[config.mk]
export PLATFORM = sky130hd
export DESIGN_NAME = controller_flat
export DESIGN_NICKNAME = d
export VERILOG_FILES = /design/src/rtl/controller_if.sv /design/src/rtl/controller.sv /design/src/flat_wrapper.sv
export SDC_FILE = /design/constraint.sdc
export NUM_CORES = 1
export LEC_CHECK = 0
export BUFFER_PORTS_ARGS = -buffer_cell sky130_fd_sc_hd__buf_2
export CAP_MARGIN = 20
export CORE_ASPECT_RATIO = 1.5
export CORE_UTILIZATION = 25
export CTS_CLUSTER_DIAMETER = 40
export DETAILED_ROUTE_END_ITERATION = 16
export SLEW_MARGIN = 15
export SYNTH_ARGS = -nofsm -noshare
export SYNTH_HDL_FRONTEND = slang
export SYNTH_SLANG_ARGS = --single-unit
[constraint.sdc]
create_clock -name clk -period 3 [get_ports clk]
set_input_delay 0.6 -clock clk [delete_from_list [all_inputs] [get_ports clk]]
set_output_delay 0.6 -clock clk [all_outputs]
set_load 0.01 [all_outputs]
[src/rtl/controller_if.sv]
// Control bundle between the multicycle RISC-V controller and its datapath.
// The halt flag exists only when ILLEGAL_HALT_EN is defined.
interface controller_if;
    logic [6:0] opcode;
    logic [2:0] f3;
    logic [6:0] f7;
    logic       zero;
    logic       sign;

    logic       pc_w;
    logic       oldpc_w;
    logic       IR_w;
    logic       memwrite;
    logic       regwrite;
    logic       adr_src;
    logic [2:0] imm_src;
    logic [2:0] ALUcontrol;
    logic [1:0] Alu_srcA;
    logic [1:0] Alu_srcB;
    logic [1:0] result_src;
`ifdef ILLEGAL_HALT_EN
    logic       halt;
`endif

    modport master (
        input  opcode, f3, f7, zero, sign,
        output pc_w, oldpc_w, IR_w, memwrite, regwrite, adr_src,
        output imm_src, ALUcontrol, Alu_srcA, Alu_srcB, result_src
`ifdef ILLEGAL_HALT_EN
        , output halt
`endif
    );

    modport slave (
        output opcode, f3, f7, zero, sign,
        input  pc_w, oldpc_w, IR_w, memwrite, regwrite, adr_src,
        input  imm_src, ALUcontrol, Alu_srcA, Alu_srcB, result_src
`ifdef ILLEGAL_HALT_EN
        , input halt
`endif
    );
endinterface

[src/rtl/controller.sv]
// Multicycle RISC-V control FSM. Define ILLEGAL_HALT_EN to trap unrecognised
// opcodes in a HALT state (with halt output) instead of refetching.
module controller (
    input  logic         clk,
    input  logic         rst,
    controller_if.master bus
);
    typedef enum logic [3:0] {
        FETCH, DECODE, MEMADR, MEMREAD, MEMWB, MEMWRITE, EXECR, EXECI,
        ALUWB, BRANCH, JAL, JALR, LINKWB, LUI
`ifdef ILLEGAL_HALT_EN
        , HALT
`endif
    } state_t;

    localparam logic [6:0] OP_LOAD  = 7'b0000011;
    localparam logic [6:0] OP_STORE = 7'b0100011;
    localparam logic [6:0] OP_R     = 7'b0110011;
    localparam logic [6:0] OP_I     = 7'b0010011;
    localparam logic [6:0] OP_B     = 7'b1100011;
    localparam logic [6:0] OP_JAL   = 7'b1101111;
    localparam logic [6:0] OP_JALR  = 7'b1100111;
    localparam logic [6:0] OP_LUI   = 7'b0110111;

    localparam logic [2:0] IMM_I = 3'b000, IMM_S = 3'b001, IMM_B = 3'b010,
                           IMM_J = 3'b011, IMM_U = 3'b100;
    localparam logic [2:0] ALU_ADD = 3'b000, ALU_SUB = 3'b001, ALU_AND = 3'b010,
                           ALU_OR  = 3'b011, ALU_SLT = 3'b100, ALU_XOR = 3'b101;
    localparam logic [1:0] SA_PC = 2'd0, SA_OLDPC = 2'd1, SA_A = 2'd2;
    localparam logic [1:0] SB_B = 2'd0, SB_IMM = 2'd1, SB_4 = 2'd2;
    localparam logic [1:0] RS_ALUREG = 2'd0, RS_MDR = 2'd1, RS_ALUOUT = 2'd2, RS_IMM = 2'd3;

    state_t     state, state_nx;
    logic       pc_w_c, oldpc_w_c, ir_w_c, memwrite_c, regwrite_c;
    logic       adr_src_c;
    logic [2:0] imm_src_c, alu_c;
    logic [1:0] srca_c, srcb_c, res_c;
    logic       unused_f7;

    assign unused_f7 = ^{bus.f7[6], bus.f7[4:0]};

    function automatic logic [2:0] alu_dec(input logic [2:0] f, input logic sub_sel);
        case (f)
            3'b000:  return sub_sel ? ALU_SUB : ALU_ADD;
            3'b111:  return ALU_AND;
            3'b110:  return ALU_OR;
            3'b010:  return ALU_SLT;
            3'b100:  return ALU_XOR;
            default: return ALU_ADD;
        endcase
    endfunction

    always_ff @(posedge clk or negedge rst) begin
        if (!rst) state <= FETCH;
        else      state <= state_nx;
    end

    always_comb begin
        state_nx   = FETCH;
        pc_w_c     = 1'b0;
        oldpc_w_c  = 1'b0;
        ir_w_c     = 1'b0;
        memwrite_c = 1'b0;
        regwrite_c = 1'b0;
        adr_src_c  = 1'b0;
        imm_src_c  = IMM_I;
        alu_c      = ALU_ADD;
        srca_c     = SA_PC;
        srcb_c     = SB_B;
        res_c      = RS_ALUREG;
        case (state)
            FETCH: begin
                ir_w_c    = 1'b1;
                oldpc_w_c = 1'b1;
                srcb_c    = SB_4;
                res_c     = RS_ALUOUT;
                pc_w_c    = 1'b1;
                state_nx  = DECODE;
            end
            DECODE: begin
                srca_c = SA_OLDPC;
                srcb_c = SB_IMM;
                case (bus.opcode)
                    OP_LOAD:  state_nx = MEMADR;
                    OP_STORE: begin imm_src_c = IMM_S; state_nx = MEMADR; end
                    OP_R:     state_nx = EXECR;
                    OP_I:     state_nx = EXECI;
                    OP_B:     begin imm_src_c = IMM_B; state_nx = BRANCH; end
                    OP_JAL:   begin imm_src_c = IMM_J; state_nx = JAL; end
                    OP_JALR:  state_nx = JALR;
                    OP_LUI:   begin imm_src_c = IMM_U; state_nx = LUI; end
`ifdef ILLEGAL_HALT_EN
                    default:  state_nx = HALT;
`else
                    default:  state_nx = FETCH;
`endif
                endcase
            end
            MEMADR: begin
                srca_c    = SA_A;
                srcb_c    = SB_IMM;
                imm_src_c = (bus.opcode == OP_LOAD) ? IMM_I : IMM_S;
                state_nx  = (bus.opcode == OP_LOAD) ? MEMREAD : MEMWRITE;
            end
            MEMREAD: begin
                adr_src_c = 1'b1;
                state_nx  = MEMWB;
            end
            MEMWB: begin
                res_c      = RS_MDR;
                regwrite_c = 1'b1;
            end
            MEMWRITE: begin
                adr_src_c  = 1'b1;
                memwrite_c = 1'b1;
            end
            EXECR: begin
                srca_c   = SA_A;
                alu_c    = alu_dec(bus.f3, bus.f7[5]);
                state_nx = ALUWB;
            end
            EXECI: begin
                srca_c   = SA_A;
                srcb_c   = SB_IMM;
                alu_c    = alu_dec(bus.f3, 1'b0);
                state_nx = ALUWB;
            end
            ALUWB: regwrite_c = 1'b1;
            BRANCH: begin
                srca_c = SA_A;
                alu_c  = ALU_SUB;
                case (bus.f3)
                    3'b000:  pc_w_c = bus.zero;
                    3'b001:  pc_w_c = !bus.zero;
                    3'b100:  pc_w_c = bus.sign;
                    3'b101:  pc_w_c = !bus.sign;
                    default: pc_w_c = 1'b0;
                endcase
            end
            JAL: begin
                pc_w_c   = 1'b1;
                state_nx = LINKWB;
            end
            JALR: begin
                srca_c   = SA_A;
                srcb_c   = SB_IMM;
                res_c    = RS_ALUOUT;
                pc_w_c   = 1'b1;
                state_nx = LINKWB;
            end
            LINKWB: begin
                srca_c     = SA_OLDPC;
                srcb_c     = SB_4;
                res_c      = RS_ALUOUT;
                regwrite_c = 1'b1;
            end
            LUI: begin
                imm_src_c  = IMM_U;
                res_c      = RS_IMM;
                regwrite_c = 1'b1;
            end
`ifdef ILLEGAL_HALT_EN
            HALT: state_nx = HALT;
`endif
            default: state_nx = FETCH;
        endcase
    end

    // Reset forces FETCH asynchronously; its write enables are masked until release.
    assign bus.pc_w       = pc_w_c & rst;
    assign bus.oldpc_w    = oldpc_w_c & rst;
    assign bus.IR_w       = ir_w_c & rst;
    assign bus.memwrite   = memwrite_c & rst;
    assign bus.regwrite   = regwrite_c & rst;
    assign bus.adr_src    = adr_src_c;
    assign bus.imm_src    = imm_src_c;
    assign bus.ALUcontrol = alu_c;
    assign bus.Alu_srcA   = srca_c;
    assign bus.Alu_srcB   = srcb_c;
    assign bus.result_src = res_c;
`ifdef ILLEGAL_HALT_EN
    assign bus.halt       = (state == HALT);
`endif
endmodule

[src/flat_wrapper.sv]
// flat-port wrapper written by rule: the top's interface ports become plain ports
module controller_flat 
  (clk, rst, bus_opcode, bus_f3, bus_f7, bus_zero, bus_sign, bus_pc_w, bus_oldpc_w, bus_IR_w, bus_memwrite, bus_regwrite, bus_adr_src, bus_imm_src, bus_ALUcontrol, bus_Alu_srcA, bus_Alu_srcB, bus_result_src);
  controller_if bus_i ();
  input  logic clk;
  input  logic rst;
  input wire logic [$bits(bus_i.opcode)-1:0] bus_opcode;
  input wire logic [$bits(bus_i.f3)-1:0] bus_f3;
  input wire logic [$bits(bus_i.f7)-1:0] bus_f7;
  input wire logic [$bits(bus_i.zero)-1:0] bus_zero;
  input wire logic [$bits(bus_i.sign)-1:0] bus_sign;
  output wire logic [$bits(bus_i.pc_w)-1:0] bus_pc_w;
  output wire logic [$bits(bus_i.oldpc_w)-1:0] bus_oldpc_w;
  output wire logic [$bits(bus_i.IR_w)-1:0] bus_IR_w;
  output wire logic [$bits(bus_i.memwrite)-1:0] bus_memwrite;
  output wire logic [$bits(bus_i.regwrite)-1:0] bus_regwrite;
  output wire logic [$bits(bus_i.adr_src)-1:0] bus_adr_src;
  output wire logic [$bits(bus_i.imm_src)-1:0] bus_imm_src;
  output wire logic [$bits(bus_i.ALUcontrol)-1:0] bus_ALUcontrol;
  output wire logic [$bits(bus_i.Alu_srcA)-1:0] bus_Alu_srcA;
  output wire logic [$bits(bus_i.Alu_srcB)-1:0] bus_Alu_srcB;
  output wire logic [$bits(bus_i.result_src)-1:0] bus_result_src;
  assign bus_i.opcode = bus_opcode;
  assign bus_i.f3 = bus_f3;
  assign bus_i.f7 = bus_f7;
  assign bus_i.zero = bus_zero;
  assign bus_i.sign = bus_sign;
  assign bus_pc_w = bus_i.pc_w;
  assign bus_oldpc_w = bus_i.oldpc_w;
  assign bus_IR_w = bus_i.IR_w;
  assign bus_memwrite = bus_i.memwrite;
  assign bus_regwrite = bus_i.regwrite;
  assign bus_adr_src = bus_i.adr_src;
  assign bus_imm_src = bus_i.imm_src;
  assign bus_ALUcontrol = bus_i.ALUcontrol;
  assign bus_Alu_srcA = bus_i.Alu_srcA;
  assign bus_Alu_srcB = bus_i.Alu_srcB;
  assign bus_result_src = bus_i.result_src;
  controller u_core (.clk(clk), .rst(rst), .bus(bus_i));
endmodule
Word level (Yosys, flattened, before mapping)
Index checks and enable logic that the tools add are counted.
{"block": "totals", "regBits": 4, "inputBits": 21, "out_inout_bits": 18, "word_cells": 66}
{"block": "op_classes", "n_eq_ne": 27, "n_mux": 19, "bitwise_logic": 4, "n_reduce_logical": 15}
{"op": "$pmux W4 S7", "n": 1}
{"op": "$eq A4 B4 Y1 const B", "n": 6}
{"op": "$pmux W3 S4", "n": 2}
{"op": "$pmux W4 S6", "n": 1}
{"op": "$eq A7 B6 Y1 const B", "n": 3}
{"op": "$eq A7 B7 Y1 const B", "n": 3}
{"op": "$pmux W3 S3", "n": 2}
{"op": "$eq A4 B3 Y1 const B", "n": 4}
{"op": "$pmux W3 S5", "n": 1}
{"op": "$eq A3 B3 Y1 const B", "n": 4}
{"op": "$reduce_or A2 Y1", "n": 6}
{"op": "$eq A4 B2 Y1 const B", "n": 2}
{"op": "$pmux W2 S2", "n": 2}
{"op": "$reduce_or A4 Y1", "n": 2}
{"op": "$eq A7 B2 Y1 const B", "n": 1}
{"op": "$eq A7 B5 Y1 const B", "n": 1}
{"op": "$mux W1", "n": 6}
{"op": "$pmux W2 S3", "n": 1}
{"op": "$reduce_or A3 Y1", "n": 2}
{"op": "$reduce_or A5 Y1", "n": 1}
{"op": "$and A1 B1 Y1", "n": 4}
{"op": "$eq A4 B1 Y1 const B", "n": 1}
{"op": "$logic_not A4 Y1", "n": 1}
{"op": "$pmux W1 S4", "n": 1}
{"op": "6 further kinds", "n": 7}

Depth between registers and ports, before layout
{"block": "logic_depth", "word_depth": 4, "depth_mapped": 5, "mapped_depth_nobuf": 3}

Least setup slack after synthesis
No wires, ideal clock.
{"block": "synth_timing", "path_type": "input -> output", "from": "input port bus_opcode[2]", "to": "output port bus_imm_src[0]", "arrival_ps": 1330, "required_time_ps": 2400, "setup_slack_ps": 1070, "cell_stages": 4, "n_path_buf": 1, "cell_sequence": "buf_2 > nor3_1 > a211oi_2 > o21a_1"}
{"block": "synth_between", "elab_chain_len": 3, "word_cells_on_any_way": 8, "cone_classes": "eq/ne (5); mux (3)"}
{"element": "from (decl)", "line": "flat_wrapper.sv:7", "rtl": "input wire logic [$bits(bus_i.opcode)-1:0] bus_opcode;"}
{"element": "$eq A7 B6 Y1 (tied with other cells)", "line": "controller.sv:83", "rtl": "case (bus.opcode)"}
{"element": "$pmux W3 S4 / $mux W1 (equally long branches)", "line": "controller.sv:83, controller.sv:102"}
{"element": "$pmux W3 S3 *", "line": "controller.sv:71", "rtl": "case (state)"}
{"element": "to (decl)", "line": "flat_wrapper.sv:18", "rtl": "output wire logic [$bits(bus_i.imm_src)-1:0] bus_imm_src;"}
Mark *: on every way between the ends. The rest lies on a longest branch, timed or not.

Worst setup path after layout
{"block": "layout_timing", "from": "register u_core.state[3]", "to": "output port bus_Alu_srcB[0]"}
{"block": "layout_between", "elab_chain_len": 3, "word_cells_on_any_way": 9, "cone_classes": "eq/ne (5); mux (1); reduce/logical (3)"}
{"element": "from (decl)", "line": "controller.sv:33", "rtl": "state_t state, state_nx;"}
{"element": "from (signal assigned)", "line": "controller.sv:55", "rtl": "else state <= state_nx;"}
{"element": "$eq A4 B2 Y1 (tied with other cells)", "line": "controller.sv:71"}
{"element": "$reduce_or A4 Y1 (no source line) / $reduce_or A2 Y1 (equally long branches)"}
{"element": "$pmux W2 S2 *", "line": "controller.sv:71"}
{"element": "to (decl)", "line": "flat_wrapper.sv:21", "rtl": "output wire logic [$bits(bus_i.Alu_srcB)-1:0] bus_Alu_srcB;"}
Marks and branches as above.

==> impl_metrics.csv <==
group,metric,value,unit
synth,synth_compound_gate_area_share,0.210,
power_and_ir_drop,power_density,514,mW/mm2
clock_tree,cts_setup_buffers,0,
global_routing,grt-ovfl-total,0,
final_layout,fillers,296,
min_path,hp-class,"input pin to asynchronous set/reset pin",
setup_path,path_class,"flip-flop to primary output",
final_layout,mostFrequentLayoutCell,"buf_2",
final_layout,multi_input_comb_area,559,um2
clock_tree,cts_buffer_depth,2,
placement,dpl.hpwl,1430,um
final_layout,layout.cells.non_filler,156,
sta,grt_setup_unrepaired,"false",
final_layout,drive_above_1_share,0.378,
final_layout,final_cell_mix,"32 x buf_2, 9 x nand2_1, 5 x nor2_1",
setup_path,r2r_end,"u_core.state[2]",
sta,final.setup.tns,0,ns
sta,drv_slew,0,
synth,synth_area,733,um2
global_routing,grt_first_pass_wirelength,2990,um
setup_path,crit_chain,"xor2_1, mux2_2, a22o_1, buf_2",
synth,yosysUniqueCellTypes,46,
placement,dp.cells,153,
die,dieArea,0.00316,mm2
synth,ys_warn_count,0,
power_and_ir_drop,power,470,uW
global_routing,grt_max_degree,21,
sta,setup_viol,0,
final_layout,top_regs,"u_core.state: 4 flops",
die,row_count,23,
final_layout,seqCellArea,100,um2
synth,synth_top_area_cell,"dfrtp_1",
power_and_ir_drop,peakVddDrop,0.185,mV
routing,wl_per_cell,12.1,um
setup_path,crit_start,"u_core.state[3]",
final_layout,final_util,0.335,
routing,met2_length,948,um
routing,first_iter_violations,8,
routing,drt-total-wl,1890,um
setup_path,start_kind,"flip-flop",
clock_tree,cts_resized,0,
synth,synth_top_family_by_area,"simple AND/OR/NAND/NOR gates",
global_routing,grt_pass1_vias,725,
sta,min_period_over_period,0.807,
routing,dr.pass1.iters,4,
synth,synth_cells,93,
setup_path,reg2reg_depth,3,
sta,hold_violations,0,
final_layout,area_growth,24.7,%
power_and_ir_drop,power_leakage,0.452,nW
synth,synth_seq_cells,4,
synth,synth_area_leaders,"dfrtp_1 14%, nand2_1 4.6%, buf_6 4.6%, xnor2_1 3.6%, xor2_1 3.6%",
synth,syn_nets,114,
global_routing,track_usage,0.129,
clock_tree,cts.sinks,4,
synth,ys_seq_area_frac,0.137,
sta,max_freq,413,MHz
clock_tree,numCtsBuffers,3,
die,die_x,46.2,um
synth,synthArstFlopShare,1.00,
die,start_util,0.268,
setup_path,worstPathRequired,2.40,ns
synth,ys.flop_type,"dfrtp_1",
synth,synthXorXnorAreaFrac,0.0717,
routing,top_layer,"met4",
routing,met3WireLength,98,um
routing,drc_errors,0,
setup_path,critPathSlowestCell,"dfrtp_1",
die,die_h,68.3,um
sta,worstMarginPinSlew,0.686,ns
clock_tree,worstSkewPairLatency,0.22,ns
routing,antenna_left,0,
placement,io_buffers,32,
status,status,"complete, no violations",
sta,slew_headroom,0.543,
final_layout,largest_reg_flops,4,
clock_tree,clkSlewWorstSetupHoldPaths,0.03,ns
setup_path,end_kind,"primary output",
synth,synth_enable_flop_cells,0,
setup_path,critPathMaxStageDelay,0.77,ns
synth,synth_top_area_share,0.137,
clock_tree,root_buffer,"clkbuf_8",
placement,routabilityCongestion,0.807,
clock_tree,h-tree-depth,1,
run,max-cap-violations,0,
synth,synth-simple-area-share,0.423,
setup_path,r2r_slack,1.52,ns
die,core,0.00273,mm2
clock_tree,cts_tree,"done",
sta,layout_min_cycle_time,2.42,ns
setup_path,arrival,1.82,ns
final_layout,diodes,0,
final_layout,nNetsFinal,142,
routing,vias,784,
synth,syn_avg_cell_area,7.88,um2
sta,fin_skew,0.00323,ns
final_layout,largest_register,"u_core.state",
routing,viasPerCell,5.03,
synth,synth-adder-area-share,0,
die,io_pins,39,
clock_tree,cts_hold_buf,0,
routing,wl_met1,808,um
setup_path,rr_startpoint,"u_core.state[0]",
global_routing,antenna_found_initial,0,
setup_path,crit_fanout,17,
sta,whs,0.199,ns
synth,synth.area.mux_share,0.0580,
## where the power goes
part	leakage, nW	internal (mW)	switching (mW)	total [mW]
Clock	0.0216	0.0857	0.0305	0.116
Combinational	0.377	0.123	0.120	0.243
Sequential	0.0534	0.0621	0.0494	0.112
Total	0.452	0.270	0.200	0.470
## layer usage
layer,vias to the layer above,track usage
met5,-,0
met4,0,0.0588
met3,5,0.0237
met2,30,0.229
met1,355,0.143
li1,394,-
## through the flow
step / worst slack, ns / cell area [um2]
floorplan: 1.07 / 733
global placement: 0.834 / 873
detailed placement: 0.826 / 873
CTS: 0.591 / 915
global route: 0.491 / 915
finish: 0.579 / 915
## logic make-up (layout without fill, tap and decap cells)
| logic type | count (synthesis) | count (layout) |
|---|---|---|
| xor gates and xnor gates | 6 | 6 |
| buffers and inverters | 11 | 37 |
| DFF | 4 | 4 |
| and+or+nand+nor | 47 | 47 |
| muxes | 4 | 4 |
| AOI/OAI and AO/OA | 21 | 21 |
## worst max-delay path: cells and delay by family, from the launching register on
family / cells / cell delay (ns)
DFF: 1 / 0.77
muxes: 1 / 0.31
xor gates and xnor gates: 1 / 0.21
AOI/OAI and AO/OA: 1 / 0.18
buffers and inverters: 1 / 0.14
## final cells by class
cell class                      instances  share of cell area
Inverter                                2             0.00821
Multi-Input combinational cell         78               0.611
Timing Repair Buffer                   32               0.175
Clock buffer                            3              0.0451
Tap cell                               37              0.0506
Sequential cell                         4               0.109
## worst max-delay path by stage
stage	endpoint	slack, ns	cells after the start
floorplan	bus_imm_src[0]	1.07	4
global placement	bus_Alu_srcB[0]	0.83	4
detailed placement	bus_Alu_srcB[0]	0.83	4
CTS	bus_Alu_srcB[0]	0.59	4
global route	bus_Alu_srcB[0]	0.49	4
finish	bus_Alu_srcB[0]	0.58	4
## synthesized netlist by cell type, types with 2 or more instances
| cell type | count |
|---|---|
| a21oi_1 | 2 |
| and3_1 | 4 |
| and4b_1 | 2 |
| buf_2 | 5 |
| buf_6 | 3 |
| dfrtp_1 | 4 |
| inv_1 | 2 |
| mux2_2 | 2 |
| mux2i_1 | 2 |
| nand2_1 | 9 |
| nand2b_1 | 4 |
| nor2_1 | 5 |
| nor2b_1 | 3 |
| nor3_1 | 4 |
| nor3b_1 | 3 |
| o21ai_0 | 3 |
| o21ai_1 | 2 |
| o22ai_1 | 2 |
| xnor2_1 | 3 |
| xor2_1 | 3 |
Note: power is estimated with default switching activity, not from simulation.
